`src/rtl/mul_seq.sv`:
```
// Sequential shift-add / radix-2 Booth multiplier: one iteration per clock,
// operands latched on acceptance, single-cycle done pulse with busy flag.
module mul_seq #(
  parameter int         WIDTH       = 16,
  parameter logic [3:0] DT_UNSIGNED = 4'h2,
  parameter logic [3:0] DT_SIGNED   = 4'h3
) (
  input  logic                 clk,
  input  logic                 n_rst,
  input  logic [WIDTH-1:0]     M,
  input  logic [WIDTH-1:0]     Q,
  input  logic                 start,
  input  logic [3:0]           dtype,
  output logic [2*WIDTH-1:0]   result,
  output logic                 busy,
  output logic                 done,
  output logic [1:0]           state_dbg
);

  // Handshake: start is a level request honoured only in IDLE with a supported
  // dtype; busy is high from the accepting edge until DONE ends; done is a
  // one-cycle pulse during which result already holds the new product.
  localparam int CW = $clog2(WIDTH + 1);

  localparam logic [1:0] S_IDLE = 2'd0;
  localparam logic [1:0] S_RUN  = 2'd1;
  localparam logic [1:0] S_DONE = 2'd2;

  logic [1:0]           state_q, state_d;
  logic [WIDTH-1:0]     m_q, m_d;
  logic [WIDTH-1:0]     q_q, q_d;
  logic [WIDTH:0]       a_q, a_d;
  logic                 qm1_q, qm1_d;
  logic [CW-1:0]        cnt_q, cnt_d;
  logic                 signed_q, signed_d;
  logic [2*WIDTH-1:0]   result_q, result_d;
  logic                 busy_q, done_q;

  logic [WIDTH:0]       m_ext, a_in, sum;
  logic [WIDTH:0]       a_it;
  logic [WIDTH-1:0]     q_it;
  logic                 qm1_it;

  // One iteration; the guard bit of A keeps -2^(WIDTH-1) subtraction exact.
  always_comb begin
    m_ext = signed_q ? {m_q[WIDTH-1], m_q} : {1'b0, m_q};
    a_in  = signed_q ? a_q : {1'b0, a_q[WIDTH-1:0]};
    sum   = a_in;
    if (signed_q) begin
      case ({q_q[0], qm1_q})
        2'b01:   sum = a_in + m_ext;
        2'b10:   sum = a_in - m_ext;
        default: sum = a_in;
      endcase
    end else if (q_q[0]) begin
      sum = a_in + m_ext;
    end
    a_it   = {signed_q & sum[WIDTH], sum[WIDTH:1]};
    q_it   = {sum[0], q_q[WIDTH-1:1]};
    qm1_it = q_q[0];
  end

  always_comb begin
    state_d  = state_q;
    m_d      = m_q;
    q_d      = q_q;
    a_d      = a_q;
    qm1_d    = qm1_q;
    cnt_d    = cnt_q;
    signed_d = signed_q;
    result_d = result_q;
    case (state_q)
      S_IDLE: begin
        if (start && (dtype == DT_UNSIGNED || dtype == DT_SIGNED)) begin
          m_d      = M;
          q_d      = Q;
          signed_d = (dtype == DT_SIGNED);
          a_d      = '0;
          qm1_d    = 1'b0;
          cnt_d    = CW'(WIDTH);
          state_d  = S_RUN;
        end
      end
      S_RUN: begin
        a_d   = a_it;
        q_d   = q_it;
        qm1_d = qm1_it;
        cnt_d = cnt_q - CW'(1);
        if (cnt_q == CW'(1)) begin
          result_d = {a_it[WIDTH-1:0], q_it};
          state_d  = S_DONE;
        end
      end
      S_DONE:  state_d = S_IDLE;
      default: state_d = S_IDLE;
    endcase
  end

  // busy/done are registered from the next state so they are glitch-free.
  always_ff @(posedge clk or negedge n_rst) begin
    if (!n_rst) begin
      state_q  <= S_IDLE;
      m_q      <= '0;
      q_q      <= '0;
      a_q      <= '0;
      qm1_q    <= 1'b0;
      cnt_q    <= '0;
      signed_q <= 1'b0;
      result_q <= '0;
      busy_q   <= 1'b0;
      done_q   <= 1'b0;
    end else begin
      state_q  <= state_d;
      m_q      <= m_d;
      q_q      <= q_d;
      a_q      <= a_d;
      qm1_q    <= qm1_d;
      cnt_q    <= cnt_d;
      signed_q <= signed_d;
      result_q <= result_d;
      busy_q   <= (state_d != S_IDLE);
      done_q   <= (state_d == S_DONE);
    end
  end

  assign result    = result_q;
  assign busy      = busy_q;
  assign done      = done_q;
  assign state_dbg = state_q;

endmodule
```
`config.mk`:
```
export PLATFORM = sky130hd
export DESIGN_NAME = mul_seq
export DESIGN_NICKNAME = d
export VERILOG_FILES = /design/src/rtl/mul_seq.sv
export SDC_FILE = /design/constraint.sdc
export NUM_CORES = 1
export LEC_CHECK = 0
export CAP_MARGIN = 20
export CORE_MARGIN = 4
export CORE_UTILIZATION = 60
export CTS_CLUSTER_SIZE = 12
export DETAILED_ROUTE_END_ITERATION = 8
export PLACE_DENSITY = 0.85
export SLEW_MARGIN = 0
export SYNTH_ARGS = -nofsm -noshare
export SYNTH_HDL_FRONTEND = slang
export SYNTH_SLANG_ARGS = --single-unit
```
`constraint.sdc`:
```
create_clock -name clk -period 6.2 [get_ports clk]
set_input_delay 1.24 -clock clk [delete_from_list [all_inputs] [get_ports clk]]
set_output_delay 1.24 -clock clk [all_outputs]
set_load 0.1 [all_outputs]
```
# Word level (Yosys, flattened, before mapping)
# Index checks and enable logic that the tools add are counted.
# word_totals
in_bits	39
wordCells	46
ff_bits	92
# op_classes
reduce_logical	8
muxes	16
n_bitwise	1
n_addsub	3
eq_ne	8
# op_table
operator	n
17-bit two-way mux	5
17-bit case mux with 2 select lines	2
16-bit case mux with 2 select lines	1
17-bit adder	1
17-bit subtractor	1
16-bit two-way mux	1
5-bit case mux with 2 select lines	1
4-bit by 2-bit equality test with 1-bit output, second input constant	2
2-bit AND reduction	3
5-bit by 1-bit equality test with 1-bit output, second input constant	1
5-bit two-way mux	1
5-bit by 1-bit subtractor with 5-bit output, second input constant	1
2-bit by 1-bit equality test with 1-bit output, second input constant	2
2-bit equality test, second input constant	2
2-bit two-way mux	2
2-bit case mux with 2 select lines	1
2-bit nonzero test	2
2-bit zero test	1
2-bit != test, second input constant	1
1-bit case mux with 2 select lines	1
1-bit AND	1
1-bit logical AND	1
1-bit logical OR	1
1-bit two-way mux	1

# Longest topological paths before layout
# Gate-level depths: netlist of run 1.
# depth
ltp_word	6
ltp_mapped	12
ltp_nobuf	12

# Worst setup path after synthesis of run 1
# No wires, ideal clock.
# synth_path
kind	register to register
from	register a_q[0]
to	register result_q[29], in the netlist result[29]
synth_period_minus_slack_ns	2.777
stages_incl_launch_ff	12
setup_slack_ns	3.423
setup_ns	0.126
path_buffers	0
arrival_time_ns	2.651
cell_sequence	dfrtp_1 > ha_1 > inv_1 > fa_1 > o21bai_4 > a211oi_2 > o21bai_2 > a31oi_4 > nor4_2 > mux2_4 > a211o_1 > mux2_4
# synth_between
elab_chain_cells	4
word_cells_on_any_way	6
classes_between	add/sub: 2; mux: 4
# synth_lines
element	line_no	rtl
from (decl)	32	logic [WIDTH:0] a_q, a_d;
from (signal assigned)	105	a_q <= '0;
from (signal assigned)	116	a_q <= a_d;
17-bit two-way mux *	47	a_in = signed_q ? a_q : {1'b0, a_q[WIDTH-1:0]};
17-bit subtractor or 17-bit adder (tied branches)	52, 51, 56	
17-bit case mux with 2 select lines or 17-bit two-way mux (tied branches)	50, 55	
17-bit two-way mux *	49	if (signed_q) begin
to (signal assigned)	120	result_q <= result_d;
to (decl)	36	logic [2*WIDTH-1:0] result_q, result_d;
# Mark *: on every way between the ends. The rest lies on a longest branch, timed or not.
# A chain may end at the register's enable or synchronous reset.

# Final worst setup path of run 1
# layout_path
from	input dtype[3]
to	register q_q[12]
# layout_between
elab_chain_cells	5
word_cells_on_any_way	6
classes_between	eq/ne: 3; reduce/logical: 3
# layout_lines
element	line_no	rtl
from (decl)	13	input logic [3:0] dtype,
4-bit by 2-bit equality test with 1-bit output	74	if (start && (dtype == DT_UNSIGNED || dtype == DT_SIGNED)) begin
1-bit logical OR *	74	
1-bit logical AND *	74	
2-bit != test (no line) *	n/a	
2-bit AND reduction (no line) *	n/a	
to (signal assigned)	115	q_q <= q_d;
to (decl)	31	logic [WIDTH-1:0] q_q, q_d;
# Marked as above.

==> impl_results.md, run 1 <==
- CTS tree: done
- Antenna Cells: 0
- Dominant synthesized flop cell: dfrtp_1
- Final HPWL DP: 11.52 mm
- Drt via density: 6.206
- Crit path launch type: input pin
- Syn-to-layout area delta: 17.04%
- Most area-consuming cells after synthesis: dfrtp_1, ha_1, nand2_1
- Async SR Flop Fraction: 100.0%
- Max FO, Critical Path: 41
- Final worst setup slack: 2.805 ns
- Chip height: 107.2 µm
- Commonest cells in the netlist: nand2_1, dfrtp_1, nor2_1
- Worst-skew pair later-pin latency: 0.36 ns
- Share of cells above drive strength 1: 7.609%
- Initial detailed-routing violation count: 361
- Final antenna-violating net count: 0
- Drt first pass iters: 5
- Gpl congestion: 0.9780
- Final Hold Fails: 0
- Synth Warn #: 0
- Slew margin rel.: 30.74%
- CTS Buf Count: 9
- Syn avg cell area: 8.709 µm²
- Share of the synthesized area in the top cell type: 38.99%
- Drt wl/cell: 18.60 µm
- Gr ovfl total: 0
- Fin crit share: 54.76%
- RSZ-0062 raised after global routing: no
- Cell count after synthesis: 678
- Vias in the first global route: 5,423
- # setup viols final: 0
- Worst slack, placed: 2.465 ns
- Hold Crit Class: reg2reg
- Max Cap Viol: 0
- Synth area leader: dfrtp_1
- Gr usage total: 29.06%
- Post-layout nets: 808
- Starting Density: 62.71%
- Buffers on Ports: 74
- First-pass GRT wire length: 26.73 mm
- Initial antenna violation count: 0
- Clock period minus worst slack: 3.395 ns
- Cell Rows: 35
- Max-slew violations: 0
- Htree depth: 3
- Clock Sinks: 92
- CP arrival: 3.64 ns
- CP required: 6.45 ns
- DRT Wirelength: 16.09 mm
- Largest net degree at the start of global routing: 84
- Via count: 5,368
- Worst Clk Skew: 0.009724 ns
- Setup CP Type: in2reg
- Max Clock Freq: 0.2945 GHz
- DRC errors left: 0
- Status: finished clean
- Area of the core: 0.009415 mm²
- Final setup TNS: 0 ns
- Setup Buffers After CTS: 0
- Reg clk slew, reported paths: 0.10 ns
- DIE AREA: 0.01149 mm²
- Die W: 107.2 µm
- # resized after CTS: 0
- #FFs+latches synth: 92
- Sequential fraction of the synthesis area: 38.99%
- Cts hold-fix bufs: 0
- Crit. End Element: flip-flop
- Netlist cell types: 69
- Number of synthesized flops with an enable pin: 0
- Root Driver: clkbuf_8
- Area of the mapped netlist: 0.005904 mm²
- IO Pins: 75
- Least-Margin Pin Slew: 1.036 ns
- Most common cell in the netlist: nand2_1
- Synthesized Nets: 755
- CTS Buffer Depth: 2
[logic make-up after synthesis]
family | share of synthesized area [%]
AO/OA/AOI/OAI | 21.15
multiplexers | 4.853
buffers and inverters | 5.721
adder cells (fa/ha/maj) | 8.307
AND/OR/NAND/NOR | 17.72
XOR/XNOR | 3.263
flip-flops | 38.99
[cell type report]
type,instances,area (µm²)
clock inverter,6,93.84
fill,711,2505
inverter,44,165.2
timing repair buffer,79,795.8
tap,129,161.4
sequential,92,2302
multi-input combinational,505,3264
clock buffer,10,127.6
[through the flow]
| stage | instances | util (%) | instance area (µm²) | hold WS (ns) |
|---|---|---|---|---|
| 6_report | 865 | 73.40 | 6910 | 0.4849 |
| 4_1_cts | 864 | 73.10 | 6883 | 0.4876 |
| 3_5_place_dp | 848 | 70.75 | 6661 | 0.4619 |
| 2_1_floorplan | 678 | - | 5904 | 0.4615 |
| 5_1_grt | 865 | 73.40 | 6910 | 0.5143 |
| 3_3_place_gp | 848 | 70.75 | 6661 | 0.4584 |
[state kept, by name, summed over array words and instances, names as in the netlist]
signal,cells
a_q,17
busy,1
cnt_q,5
done,1
m_q,16
q_q,16
qm1_q,1
result,32
signed_q,1
state_dbg,2
[layout by cell type, fill, tap and decap left out, types with 5 or more instances in the layout]
master / n
nand2_1: 106
dfrtp_1: 92
clkdlybuf4s50_1: 73
nor2_1: 66
inv_1: 43
a21oi_1: 36
ha_1: 36
o21ai_0: 33
mux2_2: 21
nand3_1: 19
o22ai_1: 19
xnor2_1: 18
nand4_1: 10
o21ai_1: 10
a211oi_1: 9
clkbuf_8: 9
nor2b_1: 8
and2_1: 8
a22o_1: 8
nor3_1: 6
o211ai_1: 6
o21bai_1: 5
o31ai_1: 5
buf_4: 5
[metal layers]
layer	track usage, %	part of all wire [%]
met5	0	0
met4	8.219	1.6
met3	7.646	8.8
met2	47.77	47
met1	37.91	43
[critical path, cell delays in order]
cell             delay (ns)
clkdlybuf4s50_1        0.45
nor2_1                 0.05
nand4_1                0.08
buf_4                  0.46
and2_1                 0.66
inv_1                  0.43
nor2_1                 0.19
nor2_1                 0.07
[final timing paths]
kind / from / end / slack, ns / depth (start not counted)
min in group asynchronous: n_rst / m_q[13]$_DFFE_PN0P_ / 0.69 / 1
max: dtype[3] / q_q[12]$_DFFE_PN0P_ / 2.80 / 8
min: result[8]$_DFFE_PN0P_ / result[8]$_DFFE_PN0P_ / 0.48 / 2
min reg2reg: result[8]$_DFFE_PN0P_ / result[8]$_DFFE_PN0P_ / 0.48 / 2
max reg2reg: q_q[0]$_DFFE_PN0P_ / a_q[12]$_DFFE_PN0P_ / 2.88 / 9
max in group asynchronous: n_rst / q_q[11]$_DFFE_PN0P_ / 4.73 / 3
Power of run 1 is left out: the tool's default activity adds up to more than one toggle a clock period on the data nets, which glitch-free logic cannot reach.
==> run 2, diff against run 1 <==
- CORE_UTILIZATION: 60 -> 56
- PLACE_DENSITY: 0.85 -> 0.81
- clock period: 6.2 -> 3.26 ns (I/O delays scaled with it)
==> impl_results.md, run 2 (synthesis gave the netlist of run 1 again) <==
- Gr ovfl total: 0
- Htree depth: 3
- CTS Buffer Depth: 2
- Slowest stage cell, crit path: fa_1
- CP arrival: 3.38 ns
- Largest net degree at the start of global routing: 53
- Initial antenna violation count: 1
- DIE AREA: 0.01225 mm²
- Root Driver: clkbuf_8
- Drt via density: 6.026
- Hold Crit Class: in2async
- FF-to-FF path depth: 11
- Max-slew violations: 0
- # setup viols final: 0
- Crit-path most repeated cell: mux2_4
- Commonest cells after routing, fill and taps aside: nand2_1, dfrtp_1, nor2_1
- Final setup TNS: 0 ns
- Drt first pass iters: 5
- Vias in the first global route: 5,551
- Largest register FFs: 32
- Multi-input logic area: 0.003269 mm²
- Max Cap Viol: 0
- Cell Rows: 37
- IO Pins: 75
- CP peak stage delay: 0.49 ns
- Final antenna-violating net count: 0
- Max FO, Critical Path: 4
- Worst-skew pair later-pin latency: 0.37 ns
- Worst-path cell chain: ha_1, inv_1, fa_1, o21bai_4, a211oi_2, o21bai_2, a31oi_4, nor4_2, mux2_4, a211o_1, mux2_4
- Gr usage total: 28.67%
- CP required: 3.52 ns
- Reg clk slew, reported paths: 0.10 ns
- Max Clock Freq: 0.3203 GHz
- CTS tree: done
- Sequential Area: 0.002302 mm²
- Drt wl/cell: 19.34 µm
- Buffers on Ports: 74
- Chip height: 110.7 µm
- Slew margin rel.: 54.70%
- Via count: 5,393
- Antenna Cells: 0
- Clock period minus worst slack: 3.122 ns
- Starting Density: 57.45%
- RSZ-0062 raised after global routing: no
- Setup Buffers After CTS: 0
- Least-Margin Pin Slew: 0.6624 ns
- Worst Clk Skew: 0.01467 ns
- Syn-to-layout area delta: 18.25%
- DRT Wirelength: 17.31 mm
- Clock Sinks: 92
- Share of cells above drive strength 1: 15.42%
- Final Hold Fails: 0
- DRC errors left: 0
- Crit. End Element: flip-flop
- CTS Buf Count: 9
- Gpl congestion: 0.9613
- Die W: 110.7 µm
- Status: finished clean
- Setup CP Type: reg2reg
- Final HPWL DP: 12.79 mm
- Most common cell after layout, fill and taps aside: nand2_1
- Area of the core: 0.01028 mm²
- First-pass GRT wire length: 28.59 mm
- Filler Cells Inserted: 885
- Post-layout nets: 831
- Crit path launch type: flip-flop
- Fin crit share: 95.76%
- Initial detailed-routing violation count: 364
## run 2: layout make-up
type | count | area share (%)
well taps | 136 | 2.437
clock buffers | 10 | 1.971
clock inverters | 6 | 1.129
flip-flops and latches | 92 | 32.97
inverters | 44 | 2.366
multi-input cells | 505 | 46.83
repair buffers | 102 | 12.29
## run 2: worst paths after layout
kind / startpoint / endpoint / slack [ns]
max in group asynchronous: n_rst / cnt_q[0]$_DFFE_PN0P_ / 2.20
worst min-delay path: n_rst / m_q[4]$_DFFE_PN0P_ / 0.29
worst max register to register: a_q[0]$_DFFE_PN0P_ / result[29]$_DFFE_PN0P_ / 0.14
worst max-delay path: a_q[0]$_DFFE_PN0P_ / result[29]$_DFFE_PN0P_ / 0.14
min in group clk: result[10]$_DFFE_PN0P_ / result[10]$_DFFE_PN0P_ / 0.49
worst min register to register: result[10]$_DFFE_PN0P_ / result[10]$_DFFE_PN0P_ / 0.49
## run 2: timing repair
action | in CTS | in global routing
hold buffers | 0 | 0
endpoints found under the setup margin | 0 | 2
gates resized for setup | 0 | 1
## run 2: per-layer routing
layer | track usage (%) | vias to the layer above | share of wire, %
met1 | 39.27 | 2602 | 44
met5 | 0 | - | 0.075
met4 | 7.718 | 2 | 1.7
met3 | 7.151 | 28 | 8.5
li1 | - | 2541 | -
met2 | 45.63 | 220 | 45
## run 2: critical path, delay by kind of cell (launching register included)
family                     cells  cell delay [ns]
buffers and inverters          1             0.06
DFF                            1             0.40
and+or+nand+nor                1             0.25
muxes                          2             0.59
AOI/OAI and AO/OA              5             1.02
adders and majority gates      2             0.68
## run 2: stage by stage
step | instance area (µm²) | hold slack (ns) | instances | util, % | setup slack [ns]
3_3_place_gp | 6760 | 0.4605 | 879 | 65.78 | 0.2567
3_5_place_dp | 6760 | 0.4669 | 879 | 65.78 | 0.1765
5_1_grt | 6982 | 0.3310 | 895 | 67.93 | 0.01298
6_report | 6982 | 0.2940 | 895 | 67.93 | 0.1383
2_1_floorplan | 5904 | 0.3564 | 678 | - | 0.4828
4_1_cts | 6977 | 0.3176 | 895 | 67.88 | 0.1594
Power of run 2 is left out for the same reason.
==> run 3, diff against run 2 <==
- SLEW_MARGIN: 0 -> 10
==> results of run 3 <==
Final layout, timing and power as in run 2 (identical DEF).
Power of run 3 is left out for the same reason.
==> edit 1 (config.mk and constraints of run 3) <==
Change the parameter `WIDTH` from 16 to 8.
--- a/src/rtl/mul_seq.sv
+++ b/src/rtl/mul_seq.sv
@@ -1,7 +1,7 @@
 // Sequential shift-add / radix-2 Booth multiplier: one iteration per clock,
 // operands latched on acceptance, single-cycle done pulse with busy flag.
 module mul_seq #(
-  parameter int         WIDTH       = 16,
+  parameter int         WIDTH       = 8,
   parameter logic [3:0] DT_UNSIGNED = 4'h2,
   parameter logic [3:0] DT_SIGNED   = 4'h3
 ) (
Interface: changed (resized M, Q and result); port bits go from 75 to 43. The function was not compared with the original's and may differ.
==> edit 1 against run 3 <==
  * Setup slack gained 340 ps
  * Critical endpoint is now a_q[8]$_DFFE_PN0P_
  * Global-route usage shrank 4.5 points
  * Routed wire length shrank 53%
  * Sequential cell count shrank 41
  * Cell area shrank 46%
  * Non-clock buffer count shrank 56
  * Area after synthesis shrank 45%
Power is not shown: default switching activity piles up to over one toggle a cycle in this logic, so the estimate is an artifact.
==> edit 1: results <==
metrics = {
    "global_routing": {
        "first_global_vias": 2859,
        "grt_first_pass_wirelength_mm": 13.8,
        "gr-usage-met2_pct": 40.6,
        "met1_usage_pct": 32.2,
        "grt_max_degree": 28,
        "grtUsageMet3_pct": 2.96,
        "antenna_found_initial": 0,
        "grt_usage_pct": 24.1,
    },
    "sta": {
        "clock_skew_ps": 5.11,
    },
    "routing": {
        "routed-via-count": 2894,
        "drtIter0Drc": 207,
        "routedWlPerCell_um": 17.1,
    },
    "setup_path": {
        "rrSetupSlack_ps": 480,
        "crit_slowest_cell": "a221oi_1",
        "rr_worst_depth": 10,
        "max_stage_delay_ps": 570,
        "worstSetupEndpoint": "a_q[8]$_DFFE_PN0P_",
        "rr_endpoint": "a_q[8]$_DFFE_PN0P_",
        "crit_arrival_ps": 3000,
    },
    "cts": {
        "numCtsBuffers": 5,
        "htreeDepth": 2,
        "insertion_delay_ps": 310,
        "cts-resized-gates": 0,
    },
    "outcome": {
        "outcome": "complete, no violations",
    },
    "final_layout": {
        "largest_reg_flops": 16,
        "fin_nets": 452,
    },
    "place": {
        "routabilityCongestion": 0.876,
        "post-dp-hpwl_mm": 5.84,
        "io_buffers": 42,
    },
    "logic_synthesis": {
        "synth_common_cells": "nand2_1 (60), dfrtp_1 (51), o21ai_0 (32)",
        "syn_nets": 419,
        "seq_area_frac_synth_pct": 39.6,
        "synth_cell_type_count": 59,
        "ys_top_cells_by_area": "dfrtp_1 (40%), ha_1 (7.8%), nand2_1 (7.0%), o21ai_0 (5.0%), nor2_1 (3.1%)",
    },
}
-- edit 1: cell families (layout without fill, tap and decap cells) --
kind of cell	after synthesis	after routing	synth area share [%]
xor gates and xnor gates	6	6	1.63
DFF	51	51	39.6
AOI/OAI and AO/OA	108	108	22.3
and+or+nand+nor	136	136	20.3
buffers and inverters	47	81	5.90
muxes	4	4	1.32
adders and majority gates	22	22	9.01
-- edit 1: layer usage --
layer,up-vias,share of wire [%]
li1,1379,-
met1,1371,44
met2,124,48
met3,20,6.2
met4,0,2.1
met5,-,0
-- edit 1: worst max-delay path, delay by kind of cell, from the launching register on --
kind	cells	cell delay, ps
flops	1	420
fa+ha+maj	2	590
compound gates	6	1550
buf+inv	2	160
-- edit 1: how the worst min path moves through the flow --
stage,startpoint,end,slack [ps]
6_report,n_rst,m_q[3]$_DFFE_PN0P_,360
5_1_grt,n_rst,m_q[3]$_DFFE_PN0P_,390
4_1_cts,n_rst,m_q[2]$_DFFE_PN0P_,370
3_5_place_dp,result[6]$_DFFE_PN0P_,result[6]$_DFFE_PN0P_,470
3_3_place_gp,result[5]$_DFFE_PN0P_,result[5]$_DFFE_PN0P_,460
2_1_floorplan,n_rst,a_q[0]$_DFFE_PN0P_,360
-- edit 1: layout make-up --
class,count,area (um^2)
Tap cell,72,90.1
Sequential cell,51,1280
Clock inverter,2,38.8
Inverter,27,101
Multi-Input combinational cell,276,1760
Timing Repair Buffer,46,395
Fill cell,438,1800
Clock buffer,6,82.6
-- edit 1: through the flow --
stage          setup slack, ps  hold slack (ps)  cell area [um^2]  cells  util [%]
2_1_floorplan              879              356              3220    374         -
3_3_place_gp               611              460              3620    472      65.3
3_5_place_dp               543              466              3620    472      65.3
4_1_cts                    516              372              3740    480      67.5
5_1_grt                    299              395              3740    480      67.5
6_report                   480              357              3740    480      67.5
==> edit 2 (settings of run 3) <==
Without the edit above. Make the reset (`n_rst`) synchronous in one clocked block.
--- a/src/rtl/mul_seq.sv
+++ b/src/rtl/mul_seq.sv
@@ -97,7 +97,7 @@
   end
 
   // busy/done are registered from the next state so they are glitch-free.
-  always_ff @(posedge clk or negedge n_rst) begin
+  always_ff @(posedge clk) begin
     if (!n_rst) begin
       state_q  <= S_IDLE;
       m_q      <= '0;
Check against the original RTL: differs if n_rst is asserted again (counterexample within 4 cycles, from zero or initial values and one cycle with n_rst low); with n_rst held inactive, the same outputs for 10 cycles.
==> edit 2 against run 3 <==
  * Die area is 1.6% lower
  * First-iteration DRC count is 16% higher
  * Sequential cell count stayed put
  * Area after synthesis is 1.7% lower
  * Routed wire length is 2.1% lower
  * Final cell count is 5.1% higher
  * Cell area is 3.1% lower
  * Highest routed layer is now met4
  * Setup slack better by 130 ps
  * Clock skew is 0.54 ps higher
  * Global-route usage hardly changed
  * Via count is 6.2% higher
Power is left out: it rests on default switching activity, and per cell area and clock period it moved more than threefold.
==> edit 2: results <==
metrics = {
    "routing": {
        "wl_met2_mm": 7.99,
        "routed-via-count": 5729,
        "drtIter0Drc": 423,
        "highest-signal-layer": "met4",
        "met3WireLength_mm": 1.34,
        "routedWlPerCell_um": 18.0,
    },
    "logic_synthesis": {
        "ys_top_cells_by_area": "dfxtp_1 (32%), nand2_1 (9.4%), ha_1 (7.8%), a21boi_0 (4.7%), o21ai_0 (3.5%)",
        "async_reset_ff_share_pct": 0,
        "synth_common_cells": "nand2_1 (145), dfxtp_1 (92), clkbuf_1 (41), inv_1 (41), o21ai_0 (40)",
        "synth_cell_type_count": 79,
        "syn_avg_cell_area_um2": 7.78,
        "syn_nets": 823,
        "seq_area_frac_synth_pct": 31.7,
    },
    "place": {
        "routabilityCongestion": 0.972,
        "post-dp-hpwl_mm": 12.2,
        "dp_cells": 925,
        "dpl_cell_area_um2": 6580,
        "post-place-ws_ps": 342,
    },
    "setup_path": {
        "crit_slowest_cell": "or4_1",
        "rr_worst_depth": 9,
        "rr_endpoint": "a_q[12]$_SDFFE_PN0P_",
        "crit_start": "m_q[7]$_SDFFE_PN0P_",
        "critPathMaxFanout": 14,
        "max_stage_delay_ps": 670,
        "cpLargestDelayFamily": "compound AO/OA/AOI/OAI gates",
    },
    "global_routing": {
        "grt_first_pass_wirelength_mm": 27.5,
        "first_global_vias": 5592,
        "grt_usage_pct": 28.7,
        "grtUsageMet3_pct": 5.64,
        "gr-usage-met2_pct": 47.4,
        "met1_usage_pct": 36.6,
        "grt_max_degree": 44,
    },
    "sta": {
        "clock_skew_ps": 15.2,
        "worst_pin_slew_ps": 735,
        "period_needed_ps": 2990,
        "holdWs_ps": 467,
    },
    "cts": {
        "root_buffer": "clkbuf_8",
    },
    "final_layout": {
        "drive_above_1_share_pct": 11.5,
        "fin_nets": 880,
        "instances_no_fill": 941,
    },
    "outcome": {
        "outcome": "complete, no violations",
    },
    "hold_path": {
        "hold_class": "reg -> reg",
    },
}
-- edit 2: cell types whose count changed in the layout (fill, tap and decap cells not counted), sizes merged, moves of 10 or more --
cell and change:
a21boi +35, mux2 -23, nor2 -34, dfxtp +92, and2 +10, a211oi -10
o22ai -12, o211a +18, nand2 +39, nand3 +17, dfrtp -92
-- edit 2: cells by family after synthesis --
| group | share of synthesized area, % |
|---|---|
| DFF | 31.7 |
| buffers and inverters | 6.43 |
| muxes | 0.173 |
| adders and majority gates | 8.45 |
| AOI/OAI and AO/OA | 29.2 |
| xor gates and xnor gates | 2.72 |
| and+or+nand+nor | 21.3 |
-- edit 2: area by class of cell --
cell class	count	area, um^2
Multi-Input combinational cell	560	3590
Fill cell	857	3140
Timing Repair Buffer	97	818
Clock inverter	5	41.3
Sequential cell	92	1840
Inverter	43	161
Clock buffer	11	151
Tap cell	133	166
